File: config.mk
export PLATFORM = sky130hd
export DESIGN_NAME = mdu_scheduler_flat
export DESIGN_NICKNAME = d
export VERILOG_FILES = /design/src/rtl/mdu_scheduler_pkg.sv /design/src/rtl/mdu_scheduler_if.sv /design/src/rtl/mdu_fixup.sv /design/src/rtl/mdu_scheduler.sv /design/src/flat_wrapper.sv
export SDC_FILE = /design/constraint.sdc
export NUM_CORES = 1
export LEC_CHECK = 0
export CORE_ASPECT_RATIO = 2
export CORE_MARGIN = 1.5
export CORE_UTILIZATION = 45
export DETAILED_ROUTE_END_ITERATION = 10
export PLACE_DENSITY = 0.78
export SLEW_MARGIN = 20
export SYNTH_ARGS = -nofsm -noshare
export SYNTH_HDL_FRONTEND = slang
export SYNTH_SLANG_ARGS = --single-unit
File: constraint.sdc
create_clock -name clk -period 5.4 [get_ports clk]
set_input_delay 1.35 -clock clk [delete_from_list [all_inputs] [get_ports clk]]
set_output_delay 1.35 -clock clk [all_outputs]
set_load 0.02 [all_outputs]
File: src/rtl/mdu_scheduler_pkg.sv
// mdu_scheduler_pkg
//   Shared definitions for the multiclock M-extension issue controller:
//   default ALU latency / watchdog slack, the alucode values understood by
//   multiclockalu, and the scheduler state encoding.
package mdu_scheduler_pkg;

  localparam int unsigned LAT_DEF  = 6;
  localparam int unsigned WDOG_DEF = 2;

  localparam logic [5:0] ALU_MUL    = 6'd32;
  localparam logic [5:0] ALU_MULH   = 6'd33;
  localparam logic [5:0] ALU_MULHSU = 6'd34;
  localparam logic [5:0] ALU_MULHU  = 6'd35;
  localparam logic [5:0] ALU_DIV    = 6'd36;
  localparam logic [5:0] ALU_DIVU   = 6'd37;
  localparam logic [5:0] ALU_REM    = 6'd38;
  localparam logic [5:0] ALU_REMU   = 6'd39;

  typedef enum logic [1:0] {
    ST_DRAIN = 2'd0,
    ST_IDLE  = 2'd1,
    ST_BUSY  = 2'd2,
    ST_WB    = 2'd3
  } state_e;

endpackage

File: src/rtl/mdu_scheduler_if.sv
// mdu_scheduler_if
//   Issue handshake from decode to the multiclock scheduler.
//   master: decode side (drives valid + operation), slave: scheduler side.
//   iss_valid/iss_ready : handshake, transfer when both high at a rising edge
//   iss_alucode, iss_op1, iss_op2, iss_rd : the operation being issued
interface mdu_scheduler_if;
  logic        iss_valid;
  logic        iss_ready;
  logic [5:0]  iss_alucode;
  logic [31:0] iss_op1;
  logic [31:0] iss_op2;
  logic [4:0]  iss_rd;

  modport master (
    output iss_valid, iss_alucode, iss_op1, iss_op2, iss_rd,
    input  iss_ready
  );

  modport slave (
    input  iss_valid, iss_alucode, iss_op1, iss_op2, iss_rd,
    output iss_ready
  );
endinterface

File: src/rtl/mdu_fixup.sv
// mdu_fixup
//   Combinational correction of the multiclock ALU result for the RISC-V
//   corner cases the ALU gets wrong: divide/remainder by zero, signed
//   division overflow, and MULHSU (the ALU returns the signed x signed
//   high word).
//   Ports: alucode/op1/op2 (latched operation), raw_result (ALU output),
//          fixed_result (architecturally correct value).
module mdu_fixup
  import mdu_scheduler_pkg::*;
(
  input  logic [5:0]  alucode,
  input  logic [31:0] op1,
  input  logic [31:0] op2,
  input  logic [31:0] raw_result,
  output logic [31:0] fixed_result
);

  logic y_zero_s;
  logic ovf_s;

  // Operand classification shared by the division cases
  always_comb begin
    y_zero_s = (op2 == 32'h0000_0000);
    ovf_s    = (op1 == 32'h8000_0000) && (op2 == 32'hFFFF_FFFF);
  end

  // Per-opcode override of the raw ALU result
  always_comb begin
    fixed_result = raw_result;
    case (alucode)
      ALU_DIV: begin
        if (y_zero_s) begin
          fixed_result = 32'hFFFF_FFFF;
        end else if (ovf_s) begin
          fixed_result = 32'h8000_0000;
        end else begin
          fixed_result = raw_result;
        end
      end
      ALU_DIVU: begin
        if (y_zero_s) begin
          fixed_result = 32'hFFFF_FFFF;
        end else begin
          fixed_result = raw_result;
        end
      end
      ALU_REM: begin
        if (y_zero_s) begin
          fixed_result = op1;
        end else if (ovf_s) begin
          fixed_result = 32'h0000_0000;
        end else begin
          fixed_result = raw_result;
        end
      end
      ALU_REMU: begin
        if (y_zero_s) begin
          fixed_result = op1;
        end else begin
          fixed_result = raw_result;
        end
      end
      // signed(op1) * unsigned(op2) differs from the signed product by
      // op1 * 2^32 when op2[31] is set, i.e. +op1 on the high word.
      ALU_MULHSU: begin
        if (op2[31]) begin
          fixed_result = raw_result + op1;
        end else begin
          fixed_result = raw_result;
        end
      end
      default: fixed_result = raw_result;
    endcase
  end

endmodule

File: src/rtl/mdu_scheduler.sv
// mdu_scheduler
//   Issue controller for the 6-stage multiclock M-extension ALU. Holds one
//   MUL/DIV/REM op stable for the whole ALU latency, flags RAW hazards
//   against the in-flight destination, owns the register-file write port
//   during writeback and fixes the ALU's RISC-V corner cases.
//   Ports:
//     clk, rst_n           : clock, synchronous active-low reset
//     iss                  : issue handshake (mdu_scheduler_if.slave)
//     kill                 : flush of the in-flight op
//     dec_rs1/dec_rs2, hazard : decode sources, stall request
//     mc_start, mc_alucode, mc_op1, mc_op2 : ALU inputs
//     mc_result, mc_done   : ALU outputs
//     wb_valid, wb_rd, wb_data : register-file write
//     pipe_wb_valid, pipe_stall : write-port arbitration with main pipe
//     err                  : sticky watchdog flag
module mdu_scheduler
  import mdu_scheduler_pkg::*;
#(
  parameter int unsigned LAT  = LAT_DEF,
  parameter int unsigned WDOG = WDOG_DEF
) (
  input  logic               clk,
  input  logic               rst_n,
  mdu_scheduler_if.slave     iss,
  input  logic               kill,
  input  logic [4:0]         dec_rs1,
  input  logic [4:0]         dec_rs2,
  output logic               hazard,
  output logic               mc_start,
  output logic [5:0]         mc_alucode,
  output logic [31:0]        mc_op1,
  output logic [31:0]        mc_op2,
  input  logic [31:0]        mc_result,
  input  logic               mc_done,
  output logic               wb_valid,
  output logic [4:0]         wb_rd,
  output logic [31:0]        wb_data,
  input  logic               pipe_wb_valid,
  output logic               pipe_stall,
  output logic               err
);

  localparam logic [3:0] LAT_C = 4'(LAT);
  localparam logic [3:0] WD_C  = 4'(LAT + WDOG);

  state_e      state_r;
  logic [3:0]  cnt_r;
  logic        killed_r;
  logic        err_r;
  logic        mc_start_r;
  logic [5:0]  alucode_r;
  logic [31:0] op1_r;
  logic [31:0] op2_r;
  logic [4:0]  rd_r;
  logic        wb_valid_r;
  logic [4:0]  wb_rd_r;
  logic [31:0] wb_data_r;
  logic [31:0] fixed_s;
  logic        iss_ready_s;
  logic        hazard_s;
  logic        pipe_stall_s;

  mdu_fixup u_fixup (
    .alucode      (alucode_r),
    .op1          (op1_r),
    .op2          (op2_r),
    .raw_result   (mc_result),
    .fixed_result (fixed_s)
  );

  // Scheduler FSM, operand latches, latency/watchdog counter, writeback regs
  always_ff @(posedge clk) begin
    if (!rst_n) begin
      state_r    <= ST_DRAIN;
      cnt_r      <= LAT_C;
      killed_r   <= 1'b0;
      err_r      <= 1'b0;
      mc_start_r <= 1'b0;
      alucode_r  <= 6'd0;
      op1_r      <= 32'd0;
      op2_r      <= 32'd0;
      rd_r       <= 5'd0;
      wb_valid_r <= 1'b0;
      wb_rd_r    <= 5'd0;
      wb_data_r  <= 32'd0;
    end else begin
      mc_start_r <= 1'b0;
      wb_valid_r <= 1'b0;
      case (state_r)
        // The ALU has no reset: wait out one full latency so any op that
        // was in flight before reset has left the pipeline.
        ST_DRAIN: begin
          if (cnt_r <= 4'd1) begin
            cnt_r   <= 4'd0;
            state_r <= ST_IDLE;
          end else begin
            cnt_r <= cnt_r - 4'd1;
          end
        end
        ST_IDLE: begin
          if (iss.iss_valid && !kill) begin
            alucode_r  <= iss.iss_alucode;
            op1_r      <= iss.iss_op1;
            op2_r      <= iss.iss_op2;
            rd_r       <= iss.iss_rd;
            killed_r   <= 1'b0;
            cnt_r      <= 4'd1;
            mc_start_r <= 1'b1;
            state_r    <= ST_BUSY;
          end
        end
        ST_BUSY: begin
          if (kill) begin
            killed_r <= 1'b1;
          end
          if (mc_done) begin
            // A kill arriving in the completion cycle still suppresses WB.
            if (killed_r || kill) begin
              state_r <= ST_IDLE;
            end else begin
              state_r    <= ST_WB;
              wb_valid_r <= 1'b1;
              wb_rd_r    <= rd_r;
              wb_data_r  <= fixed_s;
            end
          end else if (cnt_r >= WD_C) begin
            err_r   <= 1'b1;
            state_r <= ST_IDLE;
          end else begin
            cnt_r <= cnt_r + 4'd1;
          end
        end
        ST_WB: state_r <= ST_IDLE;
        default: state_r <= ST_DRAIN;
      endcase
    end
  end

  // Handshake, hazard and write-port arbitration (same-cycle responses)
  always_comb begin
    iss_ready_s  = 1'b0;
    hazard_s     = 1'b0;
    pipe_stall_s = 1'b0;
    if (state_r == ST_IDLE) begin
      iss_ready_s = !kill;
    end else begin
      iss_ready_s = 1'b0;
    end
    if (((state_r == ST_BUSY) || (state_r == ST_WB)) && !killed_r &&
        (rd_r != 5'd0) && ((dec_rs1 == rd_r) || (dec_rs2 == rd_r))) begin
      hazard_s = 1'b1;
    end else begin
      hazard_s = 1'b0;
    end
    if (state_r == ST_WB) begin
      pipe_stall_s = pipe_wb_valid;
    end else begin
      pipe_stall_s = 1'b0;
    end
  end

  assign iss.iss_ready = iss_ready_s;
  assign hazard        = hazard_s;
  assign pipe_stall    = pipe_stall_s;
  assign mc_start      = mc_start_r;
  assign mc_alucode    = alucode_r;
  assign mc_op1        = op1_r;
  assign mc_op2        = op2_r;
  assign wb_valid      = wb_valid_r;
  assign wb_rd         = wb_rd_r;
  assign wb_data       = wb_data_r;
  assign err           = err_r;

endmodule

File: src/flat_wrapper.sv
// flat-port wrapper written by rule: the top's interface ports become plain ports
module mdu_scheduler_flat import mdu_scheduler_pkg::*;
#(
  parameter int unsigned LAT  = LAT_DEF,
  parameter int unsigned WDOG = WDOG_DEF
)
  (clk, rst_n, kill, dec_rs1, dec_rs2, hazard, mc_start, mc_alucode, mc_op1, mc_op2, mc_result, mc_done, wb_valid, wb_rd, wb_data, pipe_wb_valid, pipe_stall, err, iss_iss_valid, iss_iss_alucode, iss_iss_op1, iss_iss_op2, iss_iss_rd, iss_iss_ready);
  mdu_scheduler_if iss_i ();
  input  logic clk;
  input  logic rst_n;
  input  logic kill;
  input  logic [4:0] dec_rs1;
  input  logic [4:0] dec_rs2;
  output logic hazard;
  output logic mc_start;
  output logic [5:0] mc_alucode;
  output logic [31:0] mc_op1;
  output logic [31:0] mc_op2;
  input  logic [31:0] mc_result;
  input  logic mc_done;
  output logic wb_valid;
  output logic [4:0] wb_rd;
  output logic [31:0] wb_data;
  input  logic pipe_wb_valid;
  output logic pipe_stall;
  output logic err;
  input wire logic [$bits(iss_i.iss_valid)-1:0] iss_iss_valid;
  input wire logic [$bits(iss_i.iss_alucode)-1:0] iss_iss_alucode;
  input wire logic [$bits(iss_i.iss_op1)-1:0] iss_iss_op1;
  input wire logic [$bits(iss_i.iss_op2)-1:0] iss_iss_op2;
  input wire logic [$bits(iss_i.iss_rd)-1:0] iss_iss_rd;
  output wire logic [$bits(iss_i.iss_ready)-1:0] iss_iss_ready;
  assign iss_i.iss_valid = iss_iss_valid;
  assign iss_i.iss_alucode = iss_iss_alucode;
  assign iss_i.iss_op1 = iss_iss_op1;
  assign iss_i.iss_op2 = iss_iss_op2;
  assign iss_i.iss_rd = iss_iss_rd;
  assign iss_iss_ready = iss_i.iss_ready;
  mdu_scheduler #(.LAT(LAT), .WDOG(WDOG)) u_core (.clk(clk), .rst_n(rst_n), .iss(iss_i), .kill(kill), .dec_rs1(dec_rs1), .dec_rs2(dec_rs2), .hazard(hazard), .mc_start(mc_start), .mc_alucode(mc_alucode), .mc_op1(mc_op1), .mc_op2(mc_op2), .mc_result(mc_result), .mc_done(mc_done), .wb_valid(wb_valid), .wb_rd(wb_rd), .wb_data(wb_data), .pipe_wb_valid(pipe_wb_valid), .pipe_stall(pipe_stall), .err(err));
endmodule
==> run_results.csv <==
group,metric,value,unit
finish,area_delta_synth_final,41.4,%
power_and_ir_drop,power_density,275,nW/um^2
clock_network,clock_pin_slew_on_the_worst_setup_and_hold_paths,0.06,ns
global_routing,grt_pass1_vias,8675,
timing,hold_violations,0,
clock_network,tritoncts,"yes",
setup_path,start_kind,"primary input",
logic_synthesis,mappedNetlistNets,1182,
global_routing,grt_overflow,0,
clock_network,cts_buffer_depth,2,
place,count_of_buffers_inserted_at_the_top_level_ports,235,
global_routing,grt_use_total,0.347,
power_and_ir_drop,total_leakage_power,3.93,nW
global_routing,grt_start_max_net_pins,90,
global_routing,wire_length_of_the_first_global_routing_pass,46200,um
timing,achievable-frequency,208,MHz
die,fp.dieArea,17600,sq um
clock_network,post_cts_buffers,0,
finish,share_of_final_layout_standard_cells_stronger_than_drive_strength_1,0.0538,
route,drtAntennaViolNets,0,
logic_synthesis,post_synth_edffs,0,
setup_path,worst-r2r-setup-slack,1.78,ns
timing,worst_slew_pin_slew,1.07,ns
clock_network,cts_repair_resize_count,0,
timing,timing_max_transition_violations_final,0,
route,detailed_route_via_count,8824,
timing,setup_tns,0,ns
setup_path,setup.worst_path.end_class,"output port",
place,placement.setup.worst_slack,0.590,ns
route,detail_route.drc_violations,0,
timing,grt_setup_unrepaired,"no",
die,die_height,186,um
timing,finalSetupViolations,0,
place,finalWeightedCongestion,1.02,
logic_synthesis,synthDistinctLibCells,77,
timing,post-route-min-period,4.81,ns
power_and_ir_drop,vdd.ir_drop.worst,0.000242,V
die,placementRows,66,
clock_network,ctsHoldBuffers,0,
clock_network,clockRootBuffer,"sky130_fd_sc_hd__clkbuf_16",
logic_synthesis,synth_warnings,0,
logic_synthesis,post_synthesis_instance_area,7550,sq um
die,area_of_the_placeable_core,16400,sq um
route,drt_pre_antenna_iters,5,
clock_network,clock_latency,0.42,ns
logic_synthesis,synth.avg_cell_area,7.41,sq um
global_routing,number_of_antenna_violations_at_the_first_check_in_global_routing,0,
setup_path,critical_path_peak_fanout,1,
logic_synthesis,synth-async-reset-ratio,0,
logic_synthesis,synth_seq_cells,122,
finish,finalNetCount,1395,
timing,worst_clock_skew,0.0164,ns
finish,fill_cells,1447,
route,avgRoutedWirePerCell,20.9,um
outcome,outcome,"finished, final reports clean",
route,finalWirelength,30400,um
die,chipWidth,94.6,um
finish,multi_input_comb_area,4840,sq um
hold_path,min_delay_path_depth,2,
logic_synthesis,postSynth.topFlopCell,"sky130_fd_sc_hd__dfxtp_1",
setup_path,worst-setup-path-type,"in2out",
setup_path,r2r.worst_path.cells,8,
clock_network,cts_max_level,4,
setup_path,r2r-end,"u_core.wb_data[2]",
die,design.portCount,236,
timing,fin_ws,0.593,ns
route,via_per_inst,6.08,
clock_network,tritoncts.num_buffers,17,
die,starting_density_of_the_core,0.462,
clock_network,cts_sinks,122,
logic_synthesis,synth-seq-area-share,0.323,
hold_path,hold_path_end,"u_core.wb_rd[1]",
setup_path,regToRegStartpoint,"u_core.mc_op2[31]",
timing,final.period_utilization,0.890,
timing,relSlewSlack,0.286,
setup_path,cp_data_required_time,4.05,ns
job,maxCapViolCount,0,
hold_path,hold_path_class,"reg2reg",
place,dp_hpwl,22700,um
route,drt_first_iter_violations,657,
finish,final-seq-area,2440,sq um
setup_path,cp.arrival,3.46,ns
logic_synthesis,postSynthCellCount,1019,
hold_path,hold_path_startpoint,"u_core.wb_rd[1]",
[worst max path at each step]
stage | startpoint | end | slack (ns) | cells after the start
2_1_floorplan | dec_rs1[4] | hazard | 1.17 | 5
3_3_place_gp | dec_rs1[4] | hazard | 0.55 | 7
3_5_place_dp | dec_rs1[4] | hazard | 0.59 | 7
4_1_cts | dec_rs1[4] | hazard | 0.56 | 7
5_1_grt | dec_rs1[1] | hazard | 0.40 | 7
6_report | dec_rs1[3] | hazard | 0.59 | 7
[cells in the final DEF (no fill, tap or decap), types with 5 or more instances in the layout]
cell                              instances
sky130_fd_sc_hd__clkdlybuf4s50_1        235
sky130_fd_sc_hd__nand2_1                226
sky130_fd_sc_hd__a21oi_1                137
sky130_fd_sc_hd__dfxtp_1                122
sky130_fd_sc_hd__o21ai_0                 72
sky130_fd_sc_hd__nor2_1                  57
sky130_fd_sc_hd__ha_1                    39
sky130_fd_sc_hd__nand3_1                 21
sky130_fd_sc_hd__inv_1                   20
sky130_fd_sc_hd__xnor2_1                 19
sky130_fd_sc_hd__clkbuf_16               17
sky130_fd_sc_hd__a21o_1                  15
sky130_fd_sc_hd__o211ai_1                15
sky130_fd_sc_hd__nor3_1                  14
sky130_fd_sc_hd__a31oi_1                 14
sky130_fd_sc_hd__nor4_1                  14
sky130_fd_sc_hd__buf_4                   12
sky130_fd_sc_hd__nand2b_1                11
sky130_fd_sc_hd__nand4_1                 11
sky130_fd_sc_hd__xor2_1                  10
sky130_fd_sc_hd__a41oi_1                  9
sky130_fd_sc_hd__mux2i_1                  9
sky130_fd_sc_hd__a211oi_1                 8
sky130_fd_sc_hd__or3_1                    6
sky130_fd_sc_hd__o21a_1                   6
sky130_fd_sc_hd__or2_2                    5
sky130_fd_sc_hd__or4_1                    5
sky130_fd_sc_hd__o21bai_1                 5
sky130_fd_sc_hd__o31ai_1                  5
sky130_fd_sc_hd__inv_6                    5
[flip-flops by register name, summed over array words and instances, names as in the netlist]
name	count
u_core.wb_data	32
u_core.err	1
u_core.mc_alucode	6
u_core.wb_rd	5
u_core.killed_r	1
u_core.mc_op2	32
u_core.mc_op1	32
u_core.state_r	2
u_core.wb_valid	1
u_core.cnt_r	4
u_core.rd_r	5
u_core.mc_start	1
[synthesized netlist by cell type, types with 3 or more instances]
master,n,area share
sky130_fd_sc_hd__nand2_1,227,0.11
sky130_fd_sc_hd__a21oi_1,137,0.091
sky130_fd_sc_hd__dfxtp_1,122,0.32
sky130_fd_sc_hd__o21ai_0,72,0.048
sky130_fd_sc_hd__nor2_1,57,0.028
sky130_fd_sc_hd__clkbuf_1,46,0.023
sky130_fd_sc_hd__ha_1,39,0.065
sky130_fd_sc_hd__nand3_1,21,0.014
sky130_fd_sc_hd__inv_1,20,0.0099
sky130_fd_sc_hd__xnor2_1,19,0.022
sky130_fd_sc_hd__a21o_1,15,0.015
sky130_fd_sc_hd__nor3_1,15,0.0099
sky130_fd_sc_hd__o211ai_1,15,0.015
sky130_fd_sc_hd__a31oi_1,14,0.012
sky130_fd_sc_hd__nor4_1,14,0.012
sky130_fd_sc_hd__nand2b_1,11,0.0091
sky130_fd_sc_hd__nand4_1,11,0.0091
sky130_fd_sc_hd__xor2_1,10,0.012
sky130_fd_sc_hd__a41oi_1,9,0.010
sky130_fd_sc_hd__mux2i_1,9,0.012
sky130_fd_sc_hd__a211oi_1,8,0.0080
sky130_fd_sc_hd__o21a_1,6,0.0060
sky130_fd_sc_hd__or3_1,6,0.0050
sky130_fd_sc_hd__buf_2,5,0.0033
sky130_fd_sc_hd__o21bai_1,5,0.0050
sky130_fd_sc_hd__o31ai_1,5,0.0050
sky130_fd_sc_hd__or2_2,5,0.0041
sky130_fd_sc_hd__or4_1,5,0.0050
sky130_fd_sc_hd__a221oi_1,4,0.0046
sky130_fd_sc_hd__a22oi_1,4,0.0040
sky130_fd_sc_hd__and2_1,4,0.0033
sky130_fd_sc_hd__and3_1,4,0.0033
sky130_fd_sc_hd__o221ai_1,4,0.0046
sky130_fd_sc_hd__a2111oi_0,3,0.0035
sky130_fd_sc_hd__a21boi_0,3,0.0030
sky130_fd_sc_hd__nand3b_1,3,0.0030
sky130_fd_sc_hd__nor2b_1,3,0.0025
sky130_fd_sc_hd__o22ai_1,3,0.0025
[final cells by class]
class	count	share of cell area
antenna	2	0.000469
timing repair buffer	247	0.229
inverter	23	0.00809
multi-input combinational	821	0.453
tap	204	0.0239
sequential	122	0.229
clock buffer	17	0.0398
clock inverter	15	0.0169
[kinds of logic (layout without fill, tap and decap cells)]
family / count (synthesis) / count (layout) / share of synthesized area
mux: 11 / 11 / 0.0149
buf+inv: 76 / 302 / 0.0386
fa+ha+maj: 40 / 40 / 0.0673
other cells: 0 / 2 / 0
compound gates: 339 / 339 / 0.281
simple gates: 402 / 402 / 0.241
flops: 122 / 122 / 0.323
xor+xnor: 29 / 29 / 0.0336
[layer usage]
layer / vias up / track usage / wire length, um
li1: 4109 / - / -
met1: 4149 / 0.347 / 10000
met2: 435 / 0.623 / 15900
met3: 131 / 0.0646 / 2040
met4: 0 / 0.258 / 2370
met5: - / 0 / 0
[per-stage QoR]
stage	total power, mW	hold WS, ns	area [sq um]	std cells	util
after floorplan	1.43	0.465	7550	1019	-
after global placement	1.70	0.442	10100	1417	0.616
after detailed placement	1.71	0.449	10100	1417	0.616
after CTS	2.92	0.459	10700	1449	0.653
after global routing	3.04	0.472	10700	1449	0.653
final	2.93	0.457	10700	1451	0.653
[power breakdown]
group	leakage, nW	internal (mW)	switching [mW]
clock	0.289	0.702	0.520
combinational	2.65	0.301	0.401
sequential	0.985	0.941	0.0663
[critical path, stage by stage]
cell and delay [ns]:
sky130_fd_sc_hd__clkdlybuf4s50_1 0.48, sky130_fd_sc_hd__xnor2_1 0.11, sky130_fd_sc_hd__nand3_1 0.08, sky130_fd_sc_hd__nor3_1 0.33
sky130_fd_sc_hd__a31oi_1 0.07, sky130_fd_sc_hd__a2111oi_0 0.35, sky130_fd_sc_hd__clkdlybuf4s50_1 0.68
Note: power is estimated with default switching activity, not from simulation.
